`config.mk`:
```
export PLATFORM = sky130hd
export DESIGN_NAME = bcd_serial_alu_ctrl
export DESIGN_NICKNAME = d
export VERILOG_FILES = /design/src/rtl/bcd_serial_alu_ctrl.sv
export SDC_FILE = /design/constraint.sdc
export NUM_CORES = 1
export LEC_CHECK = 0
export CORE_ASPECT_RATIO = 1.5
export CORE_MARGIN = 8
export CORE_UTILIZATION = 55
export DETAILED_ROUTE_END_ITERATION = 8
export PLACE_DENSITY = 0.89
export SKIP_LAST_GASP = 1
export SYNTH_ARGS = -nofsm -noshare
export SYNTH_HDL_FRONTEND = slang
export SYNTH_SLANG_ARGS = --single-unit
```
`constraint.sdc`:
```
create_clock -name clk -period 5.4 [get_ports clk]
set_input_delay 1.08 -clock clk [delete_from_list [all_inputs] [get_ports clk]]
set_output_delay 1.08 -clock clk [all_outputs]
set_load 0.05 [all_outputs]
```
`src/rtl/bcd_serial_alu_ctrl.sv`:
```
// Multi-digit BCD add/subtract controller: one shared digit adder walked LSD-first,
// sign-magnitude result, plus a free-running common-anode seven-segment scanner.
module bcd_serial_alu_ctrl #(
  parameter int DIGITS   = 4,
  parameter int SCAN_DIV = 50000
) (
  input  logic                  clk,
  input  logic                  rst_n,
  input  logic                  start,
  input  logic                  mode,
  input  logic [4*DIGITS-1:0]   a_bcd,
  input  logic [4*DIGITS-1:0]   b_bcd,
  output logic                  busy,
  output logic                  done,
  output logic [4*DIGITS-1:0]   result,
  output logic                  c_sign,
  output logic                  err,
  output logic [6:0]            seg_out,
  output logic [DIGITS-1:0]     an,
  output logic [1:0]            dbg_state
);
  localparam int W  = 4 * DIGITS;
  localparam int IW = (DIGITS > 1) ? $clog2(DIGITS) : 1;
  localparam int CW = (SCAN_DIV > 1) ? $clog2(SCAN_DIV) : 1;

  typedef enum logic [1:0] {IDLE, CHECK, RUN, DONE} state_t;
  state_t state, state_next;

  logic [W-1:0]  x_reg, y_reg, work, work_next;
  logic          mode_reg, neg, cb, cb_next, last_dig, bad_digit;
  logic [IW-1:0] idx;
  logic [3:0]    x_dig, y_dig, dig;
  logic [4:0]    sum5, dif5;

  assign busy      = (state != IDLE);
  assign done      = (state == DONE);
  assign dbg_state = state;
  assign last_dig  = (idx == IW'(DIGITS - 1));
  assign x_dig     = x_reg[{idx, 2'b00} +: 4];
  assign y_dig     = y_reg[{idx, 2'b00} +: 4];

  always_comb begin
    bad_digit = 1'b0;
    for (int i = 0; i < DIGITS; i++)
      if (x_reg[4*i +: 4] > 4'd9 || y_reg[4*i +: 4] > 4'd9) bad_digit = 1'b1;
  end

  // One digit step; cb is carry for add, borrow for subtract.
  always_comb begin
    sum5 = {1'b0, x_dig} + {1'b0, y_dig} + {4'd0, cb};
    dif5 = {1'b0, x_dig} - {1'b0, y_dig} - {4'd0, cb};
    if (!mode_reg) begin
      cb_next = (sum5 > 5'd9);
      dig     = cb_next ? 4'(sum5 + 5'd6) : sum5[3:0];
    end else begin
      cb_next = dif5[4];
      dig     = cb_next ? (dif5[3:0] + 4'd10) : dif5[3:0];
    end
    work_next = work;
    work_next[{idx, 2'b00} +: 4] = dig;
  end

  always_comb begin
    state_next = state;
    unique case (state)
      IDLE:    if (start) state_next = CHECK;
      CHECK:   state_next = bad_digit ? DONE : RUN;
      RUN:     if (last_dig) state_next = DONE;
      DONE:    state_next = IDLE;
      default: state_next = IDLE;
    endcase
  end

  always_ff @(posedge clk) begin
    if (!rst_n) begin
      state    <= IDLE;
      x_reg    <= '0;
      y_reg    <= '0;
      mode_reg <= 1'b0;
      neg      <= 1'b0;
      cb       <= 1'b0;
      idx      <= '0;
      work     <= '0;
      result   <= '0;
      c_sign   <= 1'b0;
      err      <= 1'b0;
    end else begin
      state <= state_next;
      case (state)
        IDLE: if (start) begin
          x_reg    <= a_bcd;
          y_reg    <= b_bcd;
          mode_reg <= mode;
        end
        CHECK: begin
          idx  <= '0;
          cb   <= 1'b0;
          work <= '0;
          neg  <= 1'b0;
          if (bad_digit) begin
            result <= '1;
            c_sign <= 1'b0;
            err    <= 1'b1;
          end else if (mode_reg && (x_reg < y_reg)) begin
            // Subtract larger minus smaller so the last digit never borrows.
            x_reg <= y_reg;
            y_reg <= x_reg;
            neg   <= 1'b1;
          end
        end
        RUN: begin
          work <= work_next;
          cb   <= cb_next;
          idx  <= idx + 1'b1;
          if (last_dig) begin
            result <= work_next;
            c_sign <= mode_reg ? neg : cb_next;
            err    <= 1'b0;
          end
        end
        default: ;
      endcase
    end
  end

  logic [CW-1:0] scan_cnt;
  logic [IW-1:0] scan_idx;
  logic [3:0]    scan_dig;
  logic [6:0]    seg_dec;

  assign scan_dig = result[{scan_idx, 2'b00} +: 4];

  always_comb begin
    case (scan_dig)
      4'd0:    seg_dec = 7'b1000000;
      4'd1:    seg_dec = 7'b1111001;
      4'd2:    seg_dec = 7'b0100100;
      4'd3:    seg_dec = 7'b0110000;
      4'd4:    seg_dec = 7'b0011001;
      4'd5:    seg_dec = 7'b0010010;
      4'd6:    seg_dec = 7'b0000010;
      4'd7:    seg_dec = 7'b1111000;
      4'd8:    seg_dec = 7'b0000000;
      4'd9:    seg_dec = 7'b0010000;
      default: seg_dec = 7'b1111111;
    endcase
  end

  // an/seg_out are registered together so the enable and pattern always agree.
  always_ff @(posedge clk) begin
    if (!rst_n) begin
      scan_cnt <= '0;
      scan_idx <= '0;
      an       <= '1;
      seg_out  <= 7'b1111111;
    end else begin
      if (scan_cnt == CW'(SCAN_DIV - 1)) begin
        scan_cnt <= '0;
        scan_idx <= (scan_idx == IW'(DIGITS - 1)) ? '0 : scan_idx + 1'b1;
      end else begin
        scan_cnt <= scan_cnt + 1'b1;
      end
      an      <= ~(DIGITS'(1) << scan_idx);
      seg_out <= seg_dec;
    end
  end

endmodule

```
==> results.toml <==
[status]
status = "finished clean"

[logic_synthesis]
ys_seq_elements = 102
synthTopCellsByArea = "dfxtp_1 33%, ha_1 9.0%, o221a_1 5.9%"
synth_top_cell_by_area = "dfxtp_1"
ys_warn_count = 0
synthArstFlopShare = 0
yosysSeqAreaShare = 0.335
syn_inst = 677
netlist_area_um2 = 6100
synth_nets = 761
syn_avg_cell_area_um2 = 9.01
yosys_most_used_dff = "dfxtp_1"
synth_top_area_share = 0.335
synth_edf_count = 0
synthDistinctLibCells = 66

[timing]
worst_pin_slew_ns = 1.13
whs_ns = 0.451
fmax_mhz = 240
period_minus_slack_ns = 4.16
slew_viol_final = 0
rsz0062_at_grt = "false"
fin_skew_ns = 0.00804
fin_tns_setup_ns = 0
post-route-period-util = 0.771
setup_viol = 0
maxSlewHeadroom = 0.249
hold_viol_final = 0

[floorplan]
die_h_um = 145
die-area_um2 = 14800
start_util = 0.557
core_area_um2 = 10900
rows = 47
die-width_um = 102
num_io_pins = 69

[clocking]
htree_levels = 3
cts_tree = "built"
root_buffer = "clkbuf_16"
cts_resized = 0
holdBufCountCts = 0
cts_buffers = 9
clk_latency_ns = 0.35
cts.sinks = 102
post_cts_buffers = 0
clk_path_buf_depth = 2
clk_pin_slew_ns = 0.07

[setup_path]
r2r_end = "result[15]"
path_max_fanout = 14
crit_type = "register to register"
required_ns = 5.64
slowest_stage = "dfxtp_1"
endpoint_kind = "register"
critPathArrivalTime_ns = 4.41
slowest_delay_ns = 0.77
crit_chain = "mux4_2 -> fa_1 -> fa_1 -> xnor2_2 -> inv_1 -> ha_1 -> inv_1 -> o31a_1 -> a221oi_1 -> a21oi_1 -> o2bb2ai_2 -> o221ai_1 -> o211a_1"
start_kind = "register"
r2r_cells = 13
regToRegStartpoint = "idx[0]"
reg2reg_slack_ns = 1.24
crit_start = "idx[0]"
crit_end = "result[15]"

[finish]
fillCellCount = 912
syn_to_final_growth_pct = 16.1
layout_commonest_cell = "dfxtp_1"
diodes = 0
final_cell_mix = "102 x dfxtp_1, 82 x nand2_1, 67 x clkdlybuf4s50_1"
final_nets = 806
drive_above_1_share = 0.0605

[global_routing]
grt_antenna_before_repair = 0
grt_pass1_wl_um = 27100
grtUsageTotal = 0.230
grt_max_degree = 84
grt_overflow = 0
grt_pass1_vias = 5496

[route]
top_layer = "met4"
met3RoutedLength_um = 948
drc = 0
vias = 5446
wl_met2_um = 8920
wl_um = 16600
ant_nets = 0
vias_per_cell = 6.23
drtIter0Drc = 287
dr.pass1.iters = 5
drt-met1-wl_um = 5810
routedWlPerCell_um = 19.0

[pwr]
powerDensity_nw_per_um2 = 619
cellLeakagePower_uw = 0.00275
peakVddDrop_uv = 302

[worst_hold_path]
min_path_type = "register to register"
worstHoldPathCells = 2
min_from = "neg"

[place]
place_hpwl_um = 12400
gp_congestion = 0.922
io_buffer_count = 68

[run]
max-cap-violations = 0
==> report_power, final <==
part	total (µW)	switching, µW	internal [µW]
logic	2600	1640	965
clock network	629	299	330
registers	1150	215	935
total	4380	2150	2230
==> metrics by stage <==
stage,area [µm²],worst slack [ns],total power [µW],utilization,cells
floorplan,6100,1.67,3080,-,677
global placement,6790,1.43,3600,0.621,858
detailed placement,6790,1.28,3720,0.621,858
CTS,7080,1.26,4370,0.647,874
global route,7080,1.03,4660,0.647,874
finish,7080,1.24,4380,0.647,874
==> critical path: cells and delay by family, from the launching register on <==
kind            cells  cell delay (ns)
flops               1             0.77
mux                 1             0.65
xor+xnor            1             0.19
fa+ha+maj           3             1.05
buf+inv             2             0.16
compound gates      6             1.25
==> worst min path at each step <==
stage          end  slack [ns]
2_1_floorplan  neg        0.43
3_3_place_gp   neg        0.44
3_5_place_dp   neg        0.45
4_1_cts        neg        0.45
5_1_grt        neg        0.48
6_report       neg        0.45
==> area by class of cell <==
| class | count | area [µm²] | share of cell area |
|---|---|---|---|
| Sequential cell | 102 | 2040 | 0.289 |
| Timing Repair Buffer | 70 | 691 | 0.0976 |
| Clock buffer | 11 | 243 | 0.0343 |
| Inverter | 57 | 214 | 0.0302 |
| Tap cell | 147 | 184 | 0.0260 |
| Clock inverter | 5 | 41.3 | 0.00583 |
| Multi-Input combinational cell | 482 | 3660 | 0.518 |
==> Yosys cell counts (7+ instances only) <==
master and instances:
a21oi_1 26, a22oi_1 8, and2_1 8, buf_2 10
clkbuf_1 18, dfxtp_1 102, ha_1 44, inv_1 55
mux2i_1 35, mux4_2 12, nand2_1 82, nand2b_1 9
nand3_1 18, nand4_1 8, nor2_1 32, nor2b_1 10
o211a_1 8, o21ai_0 28, o21ai_1 21, o221a_1 32
or3_1 7, xnor2_1 9, xor2_1 11
==> cell families after synthesis <==
group	Yosys count	synth area share
flip-flops	102	0.335
AO/OA/AOI/OAI	167	0.205
multiplexers	48	0.104
buffers and inverters	93	0.0648
AND/OR/NAND/NOR	198	0.157
adder cells (fa/ha/maj)	48	0.103
XOR/XNOR	21	0.0314
==> layer usage <==
layer  vias to the layer above  GRT usage
li1                       2516          -
met1                      2637      0.228
met2                       214      0.416
met3                        79     0.0484
met4                         0      0.140
met5                         -          0
No activity file was read; power rests on OpenSTA's default activity.
